===== config.mk =====
export PLATFORM = sky130hd
export DESIGN_NAME = read_burst_issue_flat
export DESIGN_NICKNAME = d
export VERILOG_FILES = /design/src/rtl/read_burst_issue_if.sv /design/src/rtl/read_burst_issue.sv /design/src/flat_wrapper.sv
export SDC_FILE = /design/constraint.sdc
export NUM_CORES = 1
export LEC_CHECK = 0
export CORE_MARGIN = 5
export CORE_UTILIZATION = 56
export CTS_BUF_LIST = sky130_fd_sc_hd__clkbuf_4
export DETAILED_ROUTE_END_ITERATION = 8
export GPL_TIMING_DRIVEN = 0
export PLACE_DENSITY = 0.94
export SLEW_MARGIN = 20
export SYNTH_ARGS = -nofsm -noshare
export SYNTH_HDL_FRONTEND = slang
export SYNTH_SLANG_ARGS = --single-unit
export TNS_END_PERCENT = 5

===== constraint.sdc =====
create_clock -name clock -period 5.3 [get_ports clock]
set_input_delay 0.53 -clock clock [delete_from_list [all_inputs] [get_ports clock]]
set_output_delay 0.53 -clock clock [all_outputs]
set_load 0.1 [all_outputs]

===== src/rtl/read_burst_issue_if.sv =====
// AXI4 read-address channel bundle between the burst issuer and the AXI fabric.
interface read_burst_issue_if #(
    parameter int ASIZE = 32
);
    logic [ASIZE-1:0] axi_araddr;
    logic [7:0]       axi_arlen;
    logic [2:0]       axi_arsize;
    logic [1:0]       axi_arburst;
    logic             axi_arvalid;
    logic             axi_arready;

    modport master (
        output axi_araddr,
        output axi_arlen,
        output axi_arsize,
        output axi_arburst,
        output axi_arvalid,
        input  axi_arready
    );

    modport slave (
        input  axi_araddr,
        input  axi_arlen,
        input  axi_arsize,
        input  axi_arburst,
        input  axi_arvalid,
        output axi_arready
    );
endinterface


===== src/rtl/read_burst_issue.sv =====
// Per-frame AXI4 read-address generator: full bursts, then one tail burst,
// gated by read-data FIFO space and paced by the length summer's status.
module read_burst_issue #(
    parameter int NOR_BURST_LEN = 128,
    parameter int AXI_DSIZE     = 256,
    parameter int ASIZE         = 32,
    parameter int LSIZE         = 9,
    parameter int FSIZE         = 10,
    parameter int STATUS_LAT    = 3
) (
    input  logic             clock,
    input  logic             rst,
    input  logic             enable,
    input  logic             fsync,
    input  logic [ASIZE-1:0] base_addr,
    input  logic             tail_status,
    input  logic [LSIZE-1:0] tail_len,
    input  logic [FSIZE-1:0] fifo_space,
    output logic             burst_req,
    output logic             tail_req,
    output logic             busy,
    output logic             frame_done,
    read_burst_issue_if.master ar
);
    localparam int unsigned BYTES = AXI_DSIZE / 8;
    localparam int          CW    = $clog2(STATUS_LAT + 2);

    typedef enum logic [2:0] {IDLE, SETTLE, CHECK, AR_NOR, AR_TAIL, DONE} state_t;

    state_t           state_q, state_d;
    logic [ASIZE-1:0] addr_q, addr_d;
    logic [ASIZE-1:0] pend_addr_q, pend_addr_d;
    logic             pend_q, pend_d;
    logic [CW-1:0]    cnt_q, cnt_d;
    logic             busy_q, busy_d;
    logic             arvalid_q, arvalid_d;
    logic [ASIZE-1:0] araddr_q, araddr_d;
    logic [7:0]       arlen_q, arlen_d;
    logic [8:0]       beats_q, beats_d;
    logic             burst_req_q, burst_req_d;
    logic             tail_req_q, tail_req_d;
    logic             frame_done_q, frame_done_d;

    logic             accept;
    logic             handshake;
    logic [8:0]       tail_beats;
    logic [31:0]      space32;

    assign accept    = fsync & enable;
    assign handshake = arvalid_q & ar.axi_arready;
    assign space32   = 32'(fifo_space);

    // Clamp the tail length to the largest legal AXI4 INCR burst.
    always_comb begin
        if (32'(tail_len) > 32'd256) tail_beats = 9'd256;
        else                         tail_beats = 9'(tail_len);
    end

    // State and datapath registers; asynchronous reset clears everything.
    always_ff @(posedge clock or posedge rst) begin
        if (rst) begin
            state_q      <= IDLE;
            addr_q       <= '0;
            pend_addr_q  <= '0;
            pend_q       <= 1'b0;
            cnt_q        <= '0;
            busy_q       <= 1'b0;
            arvalid_q    <= 1'b0;
            araddr_q     <= '0;
            arlen_q      <= '0;
            beats_q      <= '0;
            burst_req_q  <= 1'b0;
            tail_req_q   <= 1'b0;
            frame_done_q <= 1'b0;
        end else begin
            state_q      <= state_d;
            addr_q       <= addr_d;
            pend_addr_q  <= pend_addr_d;
            pend_q       <= pend_d;
            cnt_q        <= cnt_d;
            busy_q       <= busy_d;
            arvalid_q    <= arvalid_d;
            araddr_q     <= araddr_d;
            arlen_q      <= arlen_d;
            beats_q      <= beats_d;
            burst_req_q  <= burst_req_d;
            tail_req_q   <= tail_req_d;
            frame_done_q <= frame_done_d;
        end
    end

    // Next-state logic: settle, check status/space, issue AR, handle restarts.
    always_comb begin
        state_d      = state_q;
        addr_d       = addr_q;
        pend_addr_d  = pend_addr_q;
        pend_d       = pend_q;
        cnt_d        = cnt_q;
        busy_d       = busy_q;
        arvalid_d    = arvalid_q;
        araddr_d     = araddr_q;
        arlen_d      = arlen_q;
        beats_d      = beats_q;
        burst_req_d  = 1'b0;
        tail_req_d   = 1'b0;
        frame_done_d = 1'b0;

        case (state_q)
            IDLE: begin
                pend_d = 1'b0;
                if (accept) begin
                    addr_d  = base_addr;
                    busy_d  = 1'b1;
                    cnt_d   = CW'(STATUS_LAT);
                    state_d = SETTLE;
                end
            end
            SETTLE: begin
                if (accept) begin
                    addr_d = base_addr;
                    cnt_d  = CW'(STATUS_LAT);
                end else begin
                    cnt_d = cnt_q - 1'b1;
                    if (cnt_d == '0) state_d = CHECK;
                end
            end
            CHECK: begin
                if (accept) begin
                    addr_d  = base_addr;
                    cnt_d   = CW'(STATUS_LAT);
                    state_d = SETTLE;
                end else if (!tail_status) begin
                    if (space32 >= 32'(NOR_BURST_LEN)) begin
                        araddr_d  = addr_q;
                        arlen_d   = 8'(NOR_BURST_LEN - 1);
                        beats_d   = 9'(NOR_BURST_LEN);
                        arvalid_d = 1'b1;
                        state_d   = AR_NOR;
                    end
                end else if (tail_beats == '0) begin
                    tail_req_d = 1'b1;
                    state_d    = DONE;
                end else if (space32 >= 32'(tail_beats)) begin
                    araddr_d  = addr_q;
                    arlen_d   = 8'(tail_beats - 9'd1);
                    beats_d   = tail_beats;
                    arvalid_d = 1'b1;
                    state_d   = AR_TAIL;
                end
            end
            AR_NOR, AR_TAIL: begin
                if (handshake) begin
                    arvalid_d = 1'b0;
                    if (accept || pend_q) begin
                        // A frame restart requested while AR was outstanding
                        // takes effect only now; the burst is not reported.
                        addr_d  = accept ? base_addr : pend_addr_q;
                        pend_d  = 1'b0;
                        cnt_d   = CW'(STATUS_LAT);
                        state_d = SETTLE;
                    end else begin
                        addr_d = addr_q + ASIZE'(32'(beats_q) * BYTES);
                        if (state_q == AR_NOR) begin
                            burst_req_d = 1'b1;
                            // burst_req reaches the summer a cycle after the
                            // handshake, so its settle window starts one later.
                            cnt_d       = CW'(STATUS_LAT + 1);
                            state_d     = SETTLE;
                        end else begin
                            tail_req_d = 1'b1;
                            state_d    = DONE;
                        end
                    end
                end else if (accept) begin
                    pend_d      = 1'b1;
                    pend_addr_d = base_addr;
                end
            end
            DONE: begin
                frame_done_d = 1'b1;
                busy_d       = 1'b0;
                state_d      = IDLE;
                if (accept) begin
                    addr_d  = base_addr;
                    busy_d  = 1'b1;
                    cnt_d   = CW'(STATUS_LAT);
                    state_d = SETTLE;
                end
            end
            default: state_d = IDLE;
        endcase
    end

`ifndef SYNTHESIS
    // Tail lengths above 256 indicate a summer/issuer configuration mismatch.
    always_ff @(posedge clock) begin
        if (!rst && state_q == CHECK && tail_status && 32'(tail_len) > 32'd256)
            $warning("read_burst_issue: tail_len %0d exceeds 256, clamped", tail_len);
    end
`endif

    assign burst_req      = burst_req_q;
    assign tail_req       = tail_req_q;
    assign busy           = busy_q;
    assign frame_done     = frame_done_q;
    assign ar.axi_araddr  = araddr_q;
    assign ar.axi_arlen   = arlen_q;
    assign ar.axi_arsize  = 3'($clog2(BYTES));
    assign ar.axi_arburst = 2'b01;
    assign ar.axi_arvalid = arvalid_q;
endmodule


===== src/flat_wrapper.sv =====
// flat-port wrapper written by rule: the top's interface ports become plain ports
module read_burst_issue_flat 
#(
    parameter int NOR_BURST_LEN = 128,
    parameter int AXI_DSIZE     = 256,
    parameter int ASIZE         = 32,
    parameter int LSIZE         = 9,
    parameter int FSIZE         = 10,
    parameter int STATUS_LAT    = 3
)
  (clock, rst, enable, fsync, base_addr, tail_status, tail_len, fifo_space, burst_req, tail_req, busy, frame_done, ar_axi_araddr, ar_axi_arlen, ar_axi_arsize, ar_axi_arburst, ar_axi_arvalid, ar_axi_arready);
  read_burst_issue_if #(.ASIZE(ASIZE)) ar_i ();
  input  logic clock;
  input  logic rst;
  input  logic enable;
  input  logic fsync;
  input  logic [ASIZE-1:0] base_addr;
  input  logic tail_status;
  input  logic [LSIZE-1:0] tail_len;
  input  logic [FSIZE-1:0] fifo_space;
  output logic burst_req;
  output logic tail_req;
  output logic busy;
  output logic frame_done;
  output wire logic [$bits(ar_i.axi_araddr)-1:0] ar_axi_araddr;
  output wire logic [$bits(ar_i.axi_arlen)-1:0] ar_axi_arlen;
  output wire logic [$bits(ar_i.axi_arsize)-1:0] ar_axi_arsize;
  output wire logic [$bits(ar_i.axi_arburst)-1:0] ar_axi_arburst;
  output wire logic [$bits(ar_i.axi_arvalid)-1:0] ar_axi_arvalid;
  input wire logic [$bits(ar_i.axi_arready)-1:0] ar_axi_arready;
  assign ar_axi_araddr = ar_i.axi_araddr;
  assign ar_axi_arlen = ar_i.axi_arlen;
  assign ar_axi_arsize = ar_i.axi_arsize;
  assign ar_axi_arburst = ar_i.axi_arburst;
  assign ar_axi_arvalid = ar_i.axi_arvalid;
  assign ar_i.axi_arready = ar_axi_arready;
  read_burst_issue #(.NOR_BURST_LEN(NOR_BURST_LEN), .AXI_DSIZE(AXI_DSIZE), .ASIZE(ASIZE), .LSIZE(LSIZE), .FSIZE(FSIZE), .STATUS_LAT(STATUS_LAT)) u_core (.clock(clock), .rst(rst), .enable(enable), .fsync(fsync), .base_addr(base_addr), .tail_status(tail_status), .tail_len(tail_len), .fifo_space(fifo_space), .burst_req(burst_req), .tail_req(tail_req), .busy(busy), .frame_done(frame_done), .ar(ar_i));
endmodule

==> results.cfg <==
[status]
outcome = finished, final reports clean

[drt]
wirelength_mm = 19.5
vias_per_cell = 6.24
first_pass_iters = 5
num_vias = 6337
drc = 0
ant_nets = 0
wl_per_cell_um = 19.2
drtIter0Drc = 689

[grt]
met3_usage_pct = 5.99
grt_pass1_vias = 6166
grt_pass1_wl_mm = 31.0
grt_use_met1_pct = 35.2
met2_usage_pct = 42.0
overflow = 0
grt_max_degree = 83
busiest_layer = met2
grt_use_total_pct = 26.5
antenna_found_initial = 0

[synthesis]
synth_top_area_share_pct = 44.3
synth_area_mm2 = 0.00706
synth_edf_count = 0
synth.area.top_cells = dfrtp_1 (44%), mux2_2 (6.1%), mux2_4 (5.7%)
synthArstFlopShare_pct = 100
yosys_register_bits = 125
synth_top_area_cell = dfrtp_1
yosys_warnings = 0
synth-xor-area-share_pct = 1.37
ys_seq_area_share_pct = 44.3
synthFlopType = dfrtp_1
synth_cell_type_count = 71
synthSimpleGateAreaFrac_pct = 13.9
synth.area.mux_share_pct = 12.2
synth-adder-area-share_pct = 4.01
avgSynthCellArea_um2 = 9.95
synth_top_family_by_area = compound AO/OA/AOI/OAI gates
synth_compound_area_share_pct = 19.2
synthCells = 709

[finish]
area_growth_pct = 21.5
fillers = 926
final_nets = 912
utilization_pct = 68.8
layout-drive-gt1-share_pct = 13.9
multiInputGateArea_mm2 = 0.00360
antennaDiodeCount = 0
register_area_mm2 = 0.00313

[sta]
final_hold_viol_count = 0
fin_crit_sh_pct = 63.5
drv_slew = 0
setup_tns_ns = 0
fmax_mhz = 297
slew_headroom_pct = 31.1
min_period_ns = 3.37
rsz0062_at_grt = false
skew_ns = 0.0191
setup_viol = 0
tightestPinTransition_ns = 1.03

[worst_setup_path]
start_kind = input port
r2r_setup_slack_ns = 2.27
critPathBufInv = 5
cp.arrival_ns = 3.77
reg2reg_depth = 9
crit_fanout = 10
critical_path_class = in -> reg
cpPeakStageDelay_ns = 0.48
cpMaxStageDelayCell = clkdlybuf4s50_1
rr_endpoint = u_core.addr_q[31]
cpMostUsedCell = buf_6
cpLargestDelayFamily = buffers and inverters
required_ns = 5.71
r2r-start = u_core.addr_q[5]
end_kind = register
path_cells = clkdlybuf4s50_1 -> clkbuf_1 -> inv_1 -> nand2_1 -> ha_1 -> a21o_1 -> a2111oi_4 -> o211ai_1 -> and3_1 -> buf_6 -> buf_6 -> mux2_4

[clock_tree]
root_buffer = clkbuf_4
cts_sinks = 125
worstSkewPairLatency_ns = 0.53
cts_buffers = 17
htree_levels = 4
cts.path.max_buffers = 2
clkTransAtPathRegs_ns = 0.10
cts_hold_buf = 0
ctsResizeCount = 0
cts_tree = yes
cts_setup_buffers = 0

[power]
clkPwrFrac_pct = 10.6
p_seq_share_pct = 29.6
netSwitchingFraction_pct = 51.7
peakVddDrop_mv = 0.507
power.share.combinational_pct = 59.8
p_switching_mw = 3.07
internal_power_mw = 2.87
p_per_area_mw_per_mm2 = 693
p_leak_nw = 3.64

[die]
die_area_mm2 = 0.0149
row_count = 41
start_util_pct = 56.6
fp.dieW_um = 122
die_h_um = 122
core_mm2 = 0.0125
ios = 107

[run]
maxCapViolations = 0

[placement]
gp_congestion = 0.933
dp_hpwl_mm = 14.2
port_buffers = 101

[min_path]
min_path_type = in -> async
## registers in the layout, indices dropped and copies added, names as in the netlist, 3 cells and up
name / flops
u_core.beats_q: 9
u_core.addr_q: 32
u_core.pend_addr_q: 32
u_core.ar.axi_araddr: 32
u_core.state_q: 3
u_core.cnt_q: 3
u_core.ar.axi_arlen: 8
## logic make-up after synthesis
kind of cell / count (synthesis)
AO/OA/AOI/OAI: 199
XOR/XNOR: 11
adder cells (fa/ha/maj): 22
buffers and inverters: 76
flip-flops: 125
multiplexers: 68
other: 2
AND/OR/NAND/NOR: 206
## how the worst max path moves through the flow
stage	start	end	depth (start not counted)
detailed placement	tail_len[8]	u_core.ar.axi_araddr[23]	12
finish	tail_len[8]	u_core.ar.axi_araddr[1]	12
global placement	rst	u_core.cnt_q[1]	2
floorplan	rst	u_core.addr_q[0]	1
CTS	tail_len[8]	u_core.ar.axi_araddr[1]	12
global route	tail_len[8]	u_core.ar.axi_araddr[4]	12
## power by group through the flow
stage	sequential [mW]	combinational [mW]	clock [mW]
after global placement	1.75	3.42	0
after floorplan	2.77	1.61	0
after detailed placement	1.77	3.51	0
after CTS	1.75	3.52	0.634
final	1.76	3.55	0.628
after global routing	1.82	3.77	0.679
## cell usage in the layout, fill, tap and decap left out, types with 25 or more instances in the layout
cell / Yosys / layout
a21oi_1: 49 / 49
clkbuf_1: 28 / 28
clkdlybuf4s50_1: 0 / 101
dfrtp_1: 125 / 125
inv_1: 31 / 30
mux2_2: 38 / 38
mux2_4: 27 / 27
nand2_1: 57 / 57
nand3_1: 25 / 25
nor2_1: 56 / 56
o21ai_0: 39 / 39
## cell usage after synthesis (17+ instances only)
| master | count |
|---|---|
| nand2_1 | 57 |
| nand3_1 | 25 |
| a21oi_1 | 49 |
| nor3_1 | 17 |
| o21ai_0 | 39 |
| nor2_1 | 56 |
| ha_1 | 21 |
| mux2_2 | 38 |
| dfrtp_1 | 125 |
| clkbuf_1 | 28 |
| inv_1 | 31 |
| mux2_4 | 27 |
## worst register-to-register path, delay by kind of cell (launching register included)
kind            cells  cell delay, ns
compound gates      4            1.13
fa+ha+maj           2            0.58
flops               1            0.40
buf+inv             1            0.06
simple gates        2            0.77
## through the flow
stage | setup WS (ns) | cell area (um2) | hold WS (ns) | std cells | power (mW)
floorplan | 1.44 | 7070 | 0.470 | 712 | 4.38
global placement | -0.234 | 8300 | 0.473 | 985 | 5.17
detailed placement | 1.44 | 8330 | 0.478 | 986 | 5.27
CTS | 2.02 | 8580 | 0.355 | 1016 | 5.90
global route | 1.76 | 8580 | 0.355 | 1016 | 6.26
finish | 1.93 | 8580 | 0.376 | 1016 | 5.94
## per-layer routing
metal	share of wire, %	vias to the layer above	wire (um)
li1	-	2858	-
met1	40	3023	7840
met2	47	398	9230
met3	8.9	58	1740
met4	3.4	0	658
met5	0	-	0
## cell type report
type | instances | share of cell area [%]
Clock buffer | 20 | 1.75
Buffer | 45 | 2.63
Inverter | 31 | 1.41
Timing Repair Buffer | 102 | 12.1
Sequential cell | 125 | 36.5
Multi-Input combinational cell | 511 | 42.0
Clock inverter | 10 | 1.17
Tap cell | 172 | 2.51
Note: power is estimated with default switching activity, not from simulation.
